$ cat src/rtl/cmd_receiver_pkg.sv
// Shared constants and types for the SLIP command receiver.
// SLIP framing bytes, the command width and the receiver FSM states.
package cmd_receiver_pkg;

  localparam logic [7:0] SLIP_END     = 8'hC0;
  localparam logic [7:0] SLIP_ESC     = 8'hDB;
  localparam logic [7:0] SLIP_ESC_END = 8'hDC;
  localparam logic [7:0] SLIP_ESC_ESC = 8'hDD;

  localparam int CMD_W = 40;

  typedef enum logic [1:0] {
    ST_RECEIVE = 2'd0,
    ST_ESCAPE  = 2'd1,
    ST_DISCARD = 2'd2
  } rx_state_e;

endpackage

$ cat src/rtl/cmd_fifo.sv
// Show-ahead synchronous command FIFO with a parameterised depth.
// A push is refused on pre-pop fullness, so a same-cycle pop never makes room.
module cmd_fifo
  import cmd_receiver_pkg::*;
#(
  parameter int DEPTH = 8
) (
  input  logic             clk,
  input  logic             rst_n,
  input  logic             i_wr_en,
  input  logic [CMD_W-1:0] i_wr_data,
  input  logic             i_rd_en,
  output logic [CMD_W-1:0] o_rd_data,
  output logic             o_full,
  output logic             o_empty
);

  localparam int AW = $clog2(DEPTH);
  localparam int OW = AW + 1;

  logic [CMD_W-1:0] r_mem [DEPTH];
  logic [AW-1:0]    r_wptr;
  logic [AW-1:0]    r_rptr;
  logic [OW-1:0]    r_occ;
  logic             w_wr;
  logic             w_rd;

  assign o_full  = (r_occ == OW'(DEPTH));
  assign o_empty = (r_occ == '0);
  assign w_wr    = i_wr_en & ~o_full;
  assign w_rd    = i_rd_en & ~o_empty;

  assign o_rd_data = o_empty ? '0 : r_mem[r_rptr];

  always_ff @(posedge clk) begin
    if (w_wr) begin
      r_mem[r_wptr] <= i_wr_data;
    end
  end

  always_ff @(posedge clk) begin
    if (!rst_n) begin
      r_wptr <= '0;
      r_rptr <= '0;
      r_occ  <= '0;
    end else begin
      if (w_wr) begin
        r_wptr <= r_wptr + AW'(1);
      end
      if (w_rd) begin
        r_rptr <= r_rptr + AW'(1);
      end
      if (w_wr && !w_rd) begin
        r_occ <= r_occ + OW'(1);
      end else if (w_rd && !w_wr) begin
        r_occ <= r_occ - OW'(1);
      end
    end
  end

endmodule

$ cat src/rtl/cmd_receiver.sv
// SLIP frame decoder turning host bytes into 40-bit monitor commands.
// Bad frames and overflows are dropped and flagged with one-cycle strobes.
module cmd_receiver
  import cmd_receiver_pkg::*;
#(
  parameter int FIFO_DEPTH = 8
) (
  input  logic             clk,
  input  logic             rst_n,
  input  logic [7:0]       rx_byte,
  input  logic             rx_valid,
  output logic [CMD_W-1:0] cmd,
  output logic             cmd_ready,
  input  logic             cmd_read_en,
  output logic             frame_err,
  output logic             overflow
);

  rx_state_e        r_state;
  rx_state_e        w_state_nx;
  logic [2:0]       r_count;
  logic [2:0]       w_count_nx;
  logic [7:0]       r_bytes [5];
  logic             w_store;
  logic [7:0]       w_store_byte;
  logic             w_push;
  logic             w_err;
  logic             w_full;
  logic             w_empty;
  logic [CMD_W-1:0] w_push_cmd;
  logic             w_is_end;
  logic             w_is_esc;
  logic             w_is_esc_end;
  logic             w_is_esc_esc;
  logic             r_frame_err;
  logic             r_overflow;

  assign w_is_end     = (rx_byte == SLIP_END);
  assign w_is_esc     = (rx_byte == SLIP_ESC);
  assign w_is_esc_end = (rx_byte == SLIP_ESC_END);
  assign w_is_esc_esc = (rx_byte == SLIP_ESC_ESC);

  always_comb begin
    w_state_nx   = r_state;
    w_count_nx   = r_count;
    w_store      = 1'b0;
    w_store_byte = rx_byte;
    w_push       = 1'b0;
    w_err        = 1'b0;
    if (rx_valid) begin
      unique case (r_state)
        ST_RECEIVE: begin
          unique case (1'b1)
            w_is_end: begin
              w_count_nx = '0;
              if (r_count == 3'd3 && !r_bytes[0][7]) begin
                w_push = 1'b1;
              end else if (r_count == 3'd5 && r_bytes[0][7]) begin
                w_push = 1'b1;
              end else if (r_count != 3'd0) begin
                w_err = 1'b1;
              end
            end
            w_is_esc: begin
              w_state_nx = ST_ESCAPE;
            end
            default: begin
              if (r_count == 3'd5) begin
                w_state_nx = ST_DISCARD;
              end else begin
                w_store    = 1'b1;
                w_count_nx = r_count + 3'd1;
              end
            end
          endcase
        end
        ST_ESCAPE: begin
          unique case (1'b1)
            w_is_esc_end, w_is_esc_esc: begin
              w_store_byte = w_is_esc_end ? SLIP_END : SLIP_ESC;
              if (r_count == 3'd5) begin
                w_state_nx = ST_DISCARD;
              end else begin
                w_store    = 1'b1;
                w_count_nx = r_count + 3'd1;
                w_state_nx = ST_RECEIVE;
              end
            end
            w_is_end: begin
              w_err      = 1'b1;
              w_count_nx = '0;
              w_state_nx = ST_RECEIVE;
            end
            default: begin
              w_state_nx = ST_DISCARD;
            end
          endcase
        end
        ST_DISCARD: begin
          if (w_is_end) begin
            w_err      = 1'b1;
            w_count_nx = '0;
            w_state_nx = ST_RECEIVE;
          end
        end
        default: begin
          w_state_nx = ST_RECEIVE;
          w_count_nx = '0;
        end
      endcase
    end
  end

  // Reads carry zero data even if stale write bytes sit in slots 3-4.
  assign w_push_cmd = {r_bytes[0], r_bytes[1], r_bytes[2],
                       (r_count == 3'd5) ? {r_bytes[3], r_bytes[4]}
                                         : 16'h0000};

  always_ff @(posedge clk) begin
    if (!rst_n) begin
      r_state     <= ST_RECEIVE;
      r_count     <= '0;
      r_frame_err <= 1'b0;
      r_overflow  <= 1'b0;
      for (int i = 0; i < 5; i++) begin
        r_bytes[i] <= '0;
      end
    end else begin
      r_state     <= w_state_nx;
      r_count     <= w_count_nx;
      r_frame_err <= w_err;
      r_overflow  <= w_push & w_full;
      for (int i = 0; i < 5; i++) begin
        if (w_store && r_count == 3'(i)) begin
          r_bytes[i] <= w_store_byte;
        end
      end
    end
  end

  cmd_fifo #(
    .DEPTH(FIFO_DEPTH)
  ) u_fifo (
    .clk      (clk),
    .rst_n    (rst_n),
    .i_wr_en  (w_push),
    .i_wr_data(w_push_cmd),
    .i_rd_en  (cmd_read_en),
    .o_rd_data(cmd),
    .o_full   (w_full),
    .o_empty  (w_empty)
  );

  assign cmd_ready = ~w_empty;
  assign frame_err = r_frame_err;
  assign overflow  = r_overflow;

endmodule

$ cat config.mk
export PLATFORM = sky130hd
export DESIGN_NAME = cmd_receiver
export DESIGN_NICKNAME = d
export VERILOG_FILES = /design/src/rtl/cmd_receiver_pkg.sv /design/src/rtl/cmd_fifo.sv /design/src/rtl/cmd_receiver.sv
export SDC_FILE = /design/constraint.sdc
export NUM_CORES = 1
export LEC_CHECK = 0
export ABC_AREA = 0
export BUFFER_PORTS_ARGS = -buffer_cell sky130_fd_sc_hd__buf_2
export CAP_MARGIN = 10
export CELL_PAD_IN_SITES_DETAIL_PLACEMENT = 1
export CELL_PAD_IN_SITES_GLOBAL_PLACEMENT = 1
export CORE_MARGIN = 2
export CORE_UTILIZATION = 54
export DETAILED_ROUTE_END_ITERATION = 12
export PLACE_DENSITY_LB_ADDON = 0.12
export SETUP_SLACK_MARGIN = 0.05
export SLEW_MARGIN = 20
export SYNTH_ARGS = -nofsm -noshare
export SYNTH_HDL_FRONTEND = slang
export SYNTH_HIERARCHICAL = 1
export SYNTH_SLANG_ARGS = --single-unit
$ cat constraint.sdc
create_clock -name clk -period 8.3 [get_ports clk]
set_clock_uncertainty 0.05 [all_clocks]
set_input_delay 0.415 -clock clk [delete_from_list [all_inputs] [get_ports clk]]
set_output_delay 0.415 -clock clk [all_outputs]
set_load 0.1 [all_outputs]
==> results of run 1 <==
[cell families (layout without fill, tap and decap cells)]
kind of cell	count (synthesis)	after routing	synth area share [%]
buf+inv	48	149	1.78
flops	380	380	75.1
fa+ha+maj	15	15	1.31
simple gates	139	139	4.91
mux	127	127	15.2
xor+xnor	6	6	0.352
compound gates	25	25	1.27
[state kept, by name, indices dropped and copies added, names as in the netlist, named ones only]
register,flops
u_fifo/r_rptr,3
overflow,1
u_fifo/r_wptr,3
r_count,3
frame_err,1
r_state,2
r_bytes,40
u_fifo/r_mem,320
u_fifo/r_occ,4
[routing by layer]
layer | up-vias | global-route usage, %
met2 | 210 | 37.1
met4 | 0 | 8.84
met1 | 3812 | 30.8
met5 | - | 0
li1 | 3134 | -
met3 | 56 | 3.81
[cell type report]
| class | instances | share of cell area [%] |
|---|---|---|
| clock buffers | 46 | 6.20 |
| multi-input cells | 312 | 21.0 |
| repair buffers | 70 | 2.32 |
| clock inverters | 23 | 1.10 |
| flip-flops and latches | 380 | 66.6 |
| well taps | 341 | 2.53 |
| inverters | 10 | 0.223 |
[layout by cell type, fill, tap and decap left out, types with 3 or more instances in the layout]
cell type	synthesis	final
sky130_fd_sc_hd__and2_1	9	9
sky130_fd_sc_hd__and3_1	20	20
sky130_fd_sc_hd__buf_2	17	55
sky130_fd_sc_hd__buf_4	1	14
sky130_fd_sc_hd__bufinv_16	0	3
sky130_fd_sc_hd__clkbuf_1	9	5
sky130_fd_sc_hd__clkbuf_16	0	41
sky130_fd_sc_hd__clkinv_1	0	8
sky130_fd_sc_hd__clkinv_2	0	10
sky130_fd_sc_hd__dfxtp_1	20	17
sky130_fd_sc_hd__edfxtp_1	360	360
sky130_fd_sc_hd__ha_1	14	14
sky130_fd_sc_hd__inv_1	9	9
sky130_fd_sc_hd__mux2i_1	47	47
sky130_fd_sc_hd__mux4_2	80	80
sky130_fd_sc_hd__nand2_1	23	23
sky130_fd_sc_hd__nand2b_1	5	5
sky130_fd_sc_hd__nand3_1	6	6
sky130_fd_sc_hd__nor2_1	47	44
sky130_fd_sc_hd__nor2_4	0	3
sky130_fd_sc_hd__nor3_2	0	6
sky130_fd_sc_hd__nor3b_2	0	3
sky130_fd_sc_hd__xnor2_1	6	6
[worst max-delay path by stage]
stage                           from                 end  slack [ns]  cells after the start
after floorplan           r_count[1]  u_fifo/r_mem[0][0]        2.35                      7
after global routing      r_count[1]     u_fifo/r_occ[3]        4.20                     13
after global placement    rx_byte[1]     u_fifo/r_occ[3]        4.58                     13
final                     r_count[1]     u_fifo/r_occ[3]        4.52                     13
after detailed placement  rx_byte[1]     u_fifo/r_occ[3]        4.41                     13
after CTS                  flip-flop             cmd[38]        4.23                      5
[stage by stage]
stage | cells | power [mW] | setup WS (ns) | area, um^2 | utilization [%]
floorplan | 740 | 4.04 | 2.35 | 14900 | -
global placement | 1112 | 4.33 | 4.58 | 15600 | 57.6
detailed placement | 1113 | 4.35 | 4.41 | 15600 | 57.8
CTS | 1182 | 6.02 | 4.23 | 16800 | 62.3
global route | 1182 | 6.17 | 4.20 | 16800 | 62.3
finish | 1182 | 5.96 | 4.52 | 16800 | 62.3
[worst max-delay path, cell delays in order, from the launching register on]
cell and delay [ns]:
sky130_fd_sc_hd__dfxtp_1 0.34, sky130_fd_sc_hd__inv_1 0.11, sky130_fd_sc_hd__ha_1 0.73, sky130_fd_sc_hd__nand3_1 0.27, sky130_fd_sc_hd__a211oi_1 0.56, sky130_fd_sc_hd__nand2_4 0.17, sky130_fd_sc_hd__inv_2 0.11, sky130_fd_sc_hd__ha_1 0.18
sky130_fd_sc_hd__inv_1 0.11, sky130_fd_sc_hd__ha_1 0.36, sky130_fd_sc_hd__a21oi_1 0.21, sky130_fd_sc_hd__a211oi_1 0.10, sky130_fd_sc_hd__a31oi_1 0.20, sky130_fd_sc_hd__mux2i_1 0.22
[report_power, final]
| part | switching, mW | internal [mW] |
|---|---|---|
| registers | 0.0916 | 2.13 |
| clock network | 0.685 | 0.990 |
| logic | 1.62 | 0.446 |
==> flow_summary.html, run 1 <==
<table>
<tr><th>Metric</th><th>Value</th></tr>
<tr><th colspan="2">Floorplanning</th></tr>
<tr><td>Floorplan die area</td><td>29,000 um^2</td></tr>
<tr><td>Core Region</td><td>27,000 um^2</td></tr>
<tr><td>Initial standard-cell utilization of the core</td><td>55.2%</td></tr>
<tr><td># rows</td><td>60</td></tr>
<tr><td>Horizontal extent of the die</td><td>170 um</td></tr>
<tr><td>Ports</td><td>55</td></tr>
<tr><td>DIE HEIGHT</td><td>170 um</td></tr>
<tr><th colspan="2">Clock tree</th></tr>
<tr><td>Number of CTS-inserted buffers</td><td>38</td></tr>
<tr><td>CTS tree</td><td>yes</td></tr>
<tr><td>Number of sinks on the clock net</td><td>380</td></tr>
<tr><td>Source-to-sink clock delay at the later pin of the worst-skew pair</td><td>0.51 ns</td></tr>
<tr><td>Setup Fix Bufs, Post-CTS</td><td>0</td></tr>
<tr><td>Count of hold buffers inserted by post-cts repair</td><td>0</td></tr>
<tr><td>Cell at the root of the clock tree</td><td>sky130_fd_sc_hd__clkbuf_16</td></tr>
<tr><td>Number of cells upsized or downsized after cts</td><td>0</td></tr>
<tr><td>Number of H-tree branching levels</td><td>2</td></tr>
<tr><td>Clock transition at the registers of the reported paths</td><td>0.06 ns</td></tr>
<tr><td>CTS max path bufs</td><td>3</td></tr>
<tr><th colspan="2">Run status</th></tr>
<tr><td>Status</td><td>finished, final reports clean</td></tr>
<tr><th colspan="2">Yosys</th></tr>
<tr><td>Number of warnings printed during yosys synthesis</td><td>6</td></tr>
<tr><td>Number of standard cells after synthesis</td><td>740</td></tr>
<tr><td>Total standard cell area after synthesis</td><td>14,900 um^2</td></tr>
<tr><td>Avg Synthesized Cell Area</td><td>20.2 um^2</td></tr>
<tr><td>FFs w/ async S/R, synth</td><td>0%</td></tr>
<tr><td>Synthesized Nets</td><td>767</td></tr>
<tr><td>Yosys top cell area share</td><td>72.5%</td></tr>
<tr><td>Cell type contributing the most total cell area after synthesis</td><td>sky130_fd_sc_hd__edfxtp_1</td></tr>
<tr><td>Sequential-to-total area share from yosys stat</td><td>75.1%</td></tr>
<tr><td>Most used standard cell by instance count after synthesis</td><td>sky130_fd_sc_hd__edfxtp_1</td></tr>
<tr><td>Largest cells by area after synthesis</td><td>sky130_fd_sc_hd__edfxtp_1 72%, sky130_fd_sc_hd__mux4_2 12%, sky130_fd_sc_hd__mux2i_1 3.2%</td></tr>
<tr><td>Number of flops mapped to enable cells by yosys</td><td>360</td></tr>
<tr><td>Dominant synthesized flop cell</td><td>sky130_fd_sc_hd__edfxtp_1</td></tr>
<tr><td>Netlist cell types</td><td>51</td></tr>
<tr><td>Number of synthesized register bits</td><td>380</td></tr>
<tr><td>Most frequent cells after synthesis</td><td>360 x sky130_fd_sc_hd__edfxtp_1, 80 x sky130_fd_sc_hd__mux4_2, 47 x sky130_fd_sc_hd__mux2i_1, 47 x sky130_fd_sc_hd__nor2_1, 23 x sky130_fd_sc_hd__nand2_1</td></tr>
<tr><th colspan="2">Finish</th></tr>
<tr><td>Ratio of cells with drive above 1 in the final layout</td><td>27.7%</td></tr>
<tr><td>Final-stage net count</td><td>839</td></tr>
<tr><td>Count of fill cells added during filler insertion</td><td>2,283</td></tr>
<tr><td>Register area</td><td>11,200 um^2</td></tr>
<tr><td>Number of antenna diodes</td><td>0</td></tr>
<tr><td>Footprint of the multi-input gates</td><td>3540 um^2</td></tr>
<tr><td>Layout area overhead</td><td>12.9%</td></tr>
<tr><th colspan="2">Timing</th></tr>
<tr><td>Worst hold margin</td><td>0.269 ns</td></tr>
<tr><td>Max frequency</td><td>265 MHz</td></tr>
<tr><td>Pin slew with the least headroom to its limit</td><td>1.11 ns</td></tr>
<tr><td>Endpoints failing setup</td><td>0</td></tr>
<tr><td>Slew headroom</td><td>25.7%</td></tr>
<tr><td>Time the worst path needs with I/O delays and setup</td><td>3.78 ns</td></tr>
<tr><td>Post-Route Setup TNS</td><td>0 ns</td></tr>
<tr><td>Max-slew violation count</td><td>0</td></tr>
<tr><td>RSZ-0062 raised after global routing</td><td>false</td></tr>
<tr><td>Share of the cycle needed by the critical path after routing</td><td>45.5%</td></tr>
<tr><td>Count of endpoints failing hold in the final timing report</td><td>0</td></tr>
<tr><th colspan="2">Min path</th></tr>
<tr><td>Endpoint, Worst Hold</td><td>frame_err</td></tr>
<tr><td>Worst min path class</td><td>input pin to flip-flop</td></tr>
<tr><td>HP Start</td><td>rx_valid</td></tr>
<tr><td>Hold Path Stages</td><td>3</td></tr>
<tr><th colspan="2">Setup path</th></tr>
<tr><td>Data required time at the worst endpoint</td><td>8.68 ns</td></tr>
<tr><td>R2R Path End</td><td>u_fifo/r_occ[3]</td></tr>
<tr><td>Setup slack, reg-to-reg</td><td>4.52 ns</td></tr>
<tr><td>Critical path class</td><td>flip-flop to flip-flop</td></tr>
<tr><td>Critical Path End Type</td><td>flip-flop</td></tr>
<tr><td>Worst-path fanout max</td><td>23</td></tr>
<tr><td>Number of cell instances on the worst register-to-register path</td><td>13</td></tr>
<tr><td>Crit path arrival time</td><td>4.16 ns</td></tr>
<tr><td>Launching point of the worst reg2reg path</td><td>r_count[1]</td></tr>
<tr><td>Element type at the critical path start</td><td>flip-flop</td></tr>
<tr><th colspan="2">Route</th></tr>
<tr><td>Routed wire length</td><td>31,200 um</td></tr>
<tr><td>Uppermost layer routed</td><td>met4</td></tr>
<tr><td>Met1 wire length</td><td>13,200 um</td></tr>
<tr><td>Number of design-rule violations left by the first detailed-router iteration</td><td>577</td></tr>
<tr><td>Post-detailed-route via-to-cell ratio</td><td>6.10</td></tr>
<tr><td>Detailed-routed wire length on met3</td><td>1570 um</td></tr>
<tr><td>Wire length on met2</td><td>15,400 um</td></tr>
<tr><td>Remaining number of nets flagged by the antenna check after routing</td><td>0</td></tr>
<tr><td>Final routed wire length divided by cell count</td><td>26.4 um</td></tr>
<tr><td>Router iterations before antenna repair</td><td>5</td></tr>
<tr><td>Residual DRC</td><td>0</td></tr>
<tr><td>Via Count</td><td>7,212</td></tr>
<tr><th colspan="2">Pwr</th></tr>
<tr><td>Power density over the cells</td><td>354 nW/um^2</td></tr>
<tr><td>Static leakage power</td><td>5.41 nW</td></tr>
<tr><td>Worst IR Drop VDD</td><td>379 uV</td></tr>
<tr><th colspan="2">Placed design</th></tr>
<tr><td>Routability congestion estimate from global placement</td><td>0.867</td></tr>
<tr><td>Number of buffers added on ports</td><td>54</td></tr>
<tr><td>Detailed placer's ending HPWL</td><td>17,600 um</td></tr>
<tr><th colspan="2">Run</th></tr>
<tr><td>Count of max-cap constraint violations</td><td>0</td></tr>
<tr><th colspan="2">Global routing</th></tr>
<tr><td>Global-route wire length before repair</td><td>47,800 um</td></tr>
<tr><td>Combined global-route utilization of all metal layers</td><td>22.6%</td></tr>
<tr><td>Largest net degree at the start of global routing</td><td>56</td></tr>
<tr><td>Initial antenna violation count</td><td>0</td></tr>
<tr><td>Final global-route overflow total</td><td>0</td></tr>
<tr><td>Vias in the first global route</td><td>7,904</td></tr>
</table>
Power figures use the tool's default switching activity.
==> run 2, diff against run 1 <==
Settings changed: CORE_UTILIZATION 54 to 49.
Clock period 8.3 ns to 3.45 ns, I/O delays scaled along.
==> flow_summary.html, run 2 (synthesis gave the netlist of run 1 again) <==
<table>
<tr><th>Metric</th><th>Value</th></tr>
<tr><th colspan="2">Clock tree</th></tr>
<tr><td>Setup Fix Bufs, Post-CTS</td><td>0 (unchanged)</td></tr>
<tr><td>CTS max path bufs</td><td>3 (unchanged)</td></tr>
<tr><td>Source-to-sink clock delay at the later pin of the worst-skew pair</td><td>0.53 ns (+0.02 ns)</td></tr>
<tr><td>Clock transition at the registers of the reported paths</td><td>0.06 ns (about the same)</td></tr>
<tr><td>Number of H-tree branching levels</td><td>2 (unchanged)</td></tr>
<tr><td>Number of CTS-inserted buffers</td><td>39 (+2.6%)</td></tr>
<tr><td>Cell at the root of the clock tree</td><td>sky130_fd_sc_hd__clkbuf_16</td></tr>
<tr><td>Number of sinks on the clock net</td><td>380 (unchanged)</td></tr>
<tr><td>CTS tree</td><td>yes</td></tr>
<tr><th colspan="2">Floorplanning</th></tr>
<tr><td>Horizontal extent of the die</td><td>178 um (+4.9%)</td></tr>
<tr><td>Ports</td><td>55 (unchanged)</td></tr>
<tr><td>DIE HEIGHT</td><td>178 um (+4.9%)</td></tr>
<tr><td># rows</td><td>63 (+5.0%)</td></tr>
<tr><td>Core Region</td><td>29,800 um^2 (+10%)</td></tr>
<tr><td>Floorplan die area</td><td>31,900 um^2 (+10%)</td></tr>
<tr><td>Initial standard-cell utilization of the core</td><td>50.1% (-5.1 points)</td></tr>
<tr><th colspan="2">Finish</th></tr>
<tr><td>Footprint of the multi-input gates</td><td>3550 um^2 (+0.18%)</td></tr>
<tr><td>Most common cell after layout, fill and taps aside</td><td>sky130_fd_sc_hd__edfxtp_1</td></tr>
<tr><td>Top Registers</td><td>u_fifo/r_mem x320, r_bytes x40, u_fifo/r_occ x4</td></tr>
<tr><td>Register bank with the most flops</td><td>u_fifo/r_mem</td></tr>
<tr><td>Flip-flop count of the largest register, all copies and words added</td><td>320 (unchanged)</td></tr>
<tr><td>Final-stage net count</td><td>868 (+3.5%)</td></tr>
<tr><td>Top library cells by usage in the layout, fill and taps aside</td><td>360 x sky130_fd_sc_hd__edfxtp_1, 80 x sky130_fd_sc_hd__mux4_2, 54 x sky130_fd_sc_hd__buf_2</td></tr>
<tr><td>Post-Layout Cell Count</td><td>1,258 (+6.4%)</td></tr>
<tr><td>Number of antenna diodes</td><td>0 (unchanged)</td></tr>
<tr><td>Ratio of cells with drive above 1 in the final layout</td><td>28.6% (+0.87 points)</td></tr>
<tr><td>Finished Cell Area</td><td>17,100 um^2 (+1.5%)</td></tr>
<tr><td>Layout area overhead</td><td>14.7%</td></tr>
<tr><td>Count of fill cells added during filler insertion</td><td>2,625 (+15%)</td></tr>
<tr><td>Register area</td><td>11,200 um^2 (unchanged)</td></tr>
<tr><td>Core utilization of the finished layout</td><td>57.4% (-4.9 points)</td></tr>
<tr><th colspan="2">Global routing</th></tr>
<tr><td>Vias in the first global route</td><td>8,012 (+1.4%)</td></tr>
<tr><td>Largest net degree at the start of global routing</td><td>43 (-23%)</td></tr>
<tr><td>Final global-route overflow total</td><td>0 (unchanged)</td></tr>
<tr><td>Global-route wire length before repair</td><td>48,900 um (+2.4%)</td></tr>
<tr><td>Initial antenna violation count</td><td>1 (+1)</td></tr>
<tr><td>Combined global-route utilization of all metal layers</td><td>21.1% (-1.6 points)</td></tr>
<tr><th colspan="2">Pwr</th></tr>
<tr><td>Worst IR Drop VDD</td><td>654 uV (+72%)</td></tr>
<tr><td>Sum of internal, switching and leakage power</td><td>14.3 mW (+140%)</td></tr>
<tr><td>Power density over the cells</td><td>833 nW/um^2 (+140%)</td></tr>
<tr><td>Static leakage power</td><td>5.52 nW (+1.9%)</td></tr>
<tr><th colspan="2">Setup path</th></tr>
<tr><td>Critical path class</td><td>flip-flop to flip-flop</td></tr>
<tr><td>Data required time at the worst endpoint</td><td>3.85 ns (-4.83 ns)</td></tr>
<tr><td>Crit path arrival time</td><td>3.46 ns (-0.70 ns)</td></tr>
<tr><td>Critical Path End Type</td><td>flip-flop</td></tr>
<tr><td>Setup slack, reg-to-reg</td><td>0.39 ns (-4.13 ns)</td></tr>
<tr><td>Number of cell instances on the worst register-to-register path</td><td>13 (unchanged)</td></tr>
<tr><td>Worst-path fanout max</td><td>10 (-57%)</td></tr>
<tr><td>Element type at the critical path start</td><td>flip-flop</td></tr>
<tr><td>Startpoint of the worst setup timing path</td><td>r_state[0]</td></tr>
<tr><td>Critical path endpoint</td><td>u_fifo/r_occ[3]</td></tr>
<tr><td>Launching point of the worst reg2reg path</td><td>r_state[0]</td></tr>
<tr><td>R2R Path End</td><td>u_fifo/r_occ[3]</td></tr>
<tr><th colspan="2">Run</th></tr>
<tr><td>Count of max-cap constraint violations</td><td>0 (unchanged)</td></tr>
<tr><th colspan="2">Route</th></tr>
<tr><td>Number of design-rule violations left by the first detailed-router iteration</td><td>565 (-2.1%)</td></tr>
<tr><td>Routed wire length</td><td>31,900 um (+2.1%)</td></tr>
<tr><td>Via Count</td><td>7,250 (+0.53%)</td></tr>
<tr><td>Router iterations before antenna repair</td><td>5 (unchanged)</td></tr>
<tr><td>Remaining number of nets flagged by the antenna check after routing</td><td>0 (unchanged)</td></tr>
<tr><td>Final routed wire length divided by cell count</td><td>25.3 um (-4.1%)</td></tr>
<tr><td>Residual DRC</td><td>0 (unchanged)</td></tr>
<tr><td>Post-detailed-route via-to-cell ratio</td><td>5.76 (-5.5%)</td></tr>
<tr><th colspan="2">Run status</th></tr>
<tr><td>Status</td><td>finished, final reports clean</td></tr>
<tr><th colspan="2">Timing</th></tr>
<tr><td>Pin slew with the least headroom to its limit</td><td>0.696 ns (-0.415 ns)</td></tr>
<tr><td>Count of endpoints failing hold in the final timing report</td><td>0 (unchanged)</td></tr>
<tr><td>Share of the cycle needed by the critical path after routing</td><td>88.6% (+43 points)</td></tr>
<tr><td>RSZ-0062 raised after global routing</td><td>false</td></tr>
<tr><td>Max-slew violation count</td><td>0 (unchanged)</td></tr>
<tr><td>Time the worst path needs with I/O delays and setup</td><td>3.06 ns (-0.721 ns)</td></tr>
<tr><td>Endpoints failing setup</td><td>0 (unchanged)</td></tr>
<tr><td>Max frequency</td><td>327 MHz (+24%)</td></tr>
<tr><td>Slew headroom</td><td>52.9% (+27 points)</td></tr>
<tr><td>Post-Route Setup TNS</td><td>0 ns (unchanged)</td></tr>
<tr><th colspan="2">Placed design</th></tr>
<tr><td>Routability congestion estimate from global placement</td><td>0.823 (-5.1%)</td></tr>
<tr><td>Cell count after placement</td><td>1,188 (+6.7%)</td></tr>
<tr><td>Detailed placer's ending HPWL</td><td>19,200 um (+9.0%)</td></tr>
<tr><td>Number of buffers added on ports</td><td>54 (unchanged)</td></tr>
<tr><td>Post-placement cell area</td><td>15,900 um^2 (+2.0%)</td></tr>
<tr><th colspan="2">Min path</th></tr>
<tr><td>Worst min path class</td><td>input pin to flip-flop</td></tr>
</table>
-- run 2: worst min path at each step --
stage | startpoint | to | cells past startpoint
final | rx_byte[5] | frame_err | 4
after global routing | rx_byte[5] | frame_err | 4
after CTS | rx_byte[5] | frame_err | 4
after detailed placement | r_count[2] | r_count[2] | 2
after global placement | r_count[2] | r_count[2] | 2
after floorplan | rst_n | u_fifo/r_occ[3] | 2
-- run 2: repair_timing --
item | CTS | global route
endpoints found under the hold margin | 2 | 0
endpoints found under the setup margin | 0 | 1
hold buffers | 1 | 0
gates resized for setup | 0 | 1
-- run 2: per-stage QoR --
step,setup slack (ns),hold slack [ns]
final,0.393,0.0687
after CTS,0.200,0.0274
after global routing,0.141,0.0821
after floorplan,-0.519,0.272
after detailed placement,0.159,0.422
after global placement,0.249,0.419
-- run 2: power by group --
group	internal (mW)	switching, mW	leakage (nW)
registers	5.13	0.202	3.44
clock network	2.19	1.62	0.565
logic	1.12	3.98	1.52
-- run 2: layout make-up --
class | count | area share (%)
clock buffer | 48 | 6.03
clock inverter | 20 | 0.753
inverter | 10 | 0.219
multi-input combinational | 312 | 20.7
sequential | 380 | 65.6
tap | 390 | 2.85
timing repair buffer | 98 | 3.82
-- run 2: worst max-delay path, cell delays in order, from the launching register on --
cell and delay [ns]:
sky130_fd_sc_hd__dfxtp_1 0.34, sky130_fd_sc_hd__inv_1 0.11, sky130_fd_sc_hd__ha_1 0.33, sky130_fd_sc_hd__nand2_1 0.11
sky130_fd_sc_hd__a211oi_2 0.34, sky130_fd_sc_hd__nand2_4 0.19, sky130_fd_sc_hd__inv_2 0.13, sky130_fd_sc_hd__ha_1 0.18
sky130_fd_sc_hd__inv_1 0.11, sky130_fd_sc_hd__ha_1 0.36, sky130_fd_sc_hd__a21oi_1 0.21, sky130_fd_sc_hd__a211oi_1 0.10
sky130_fd_sc_hd__a31oi_1 0.21, sky130_fd_sc_hd__mux2i_1 0.21
-- run 2: per-layer routing --
metal / wire, um / global-route usage (%)
met1: 13500 / 28.3
met2: 16200 / 35.9
met3: 1550 / 3.43
met4: 641 / 5.69
met5: 0 / 0
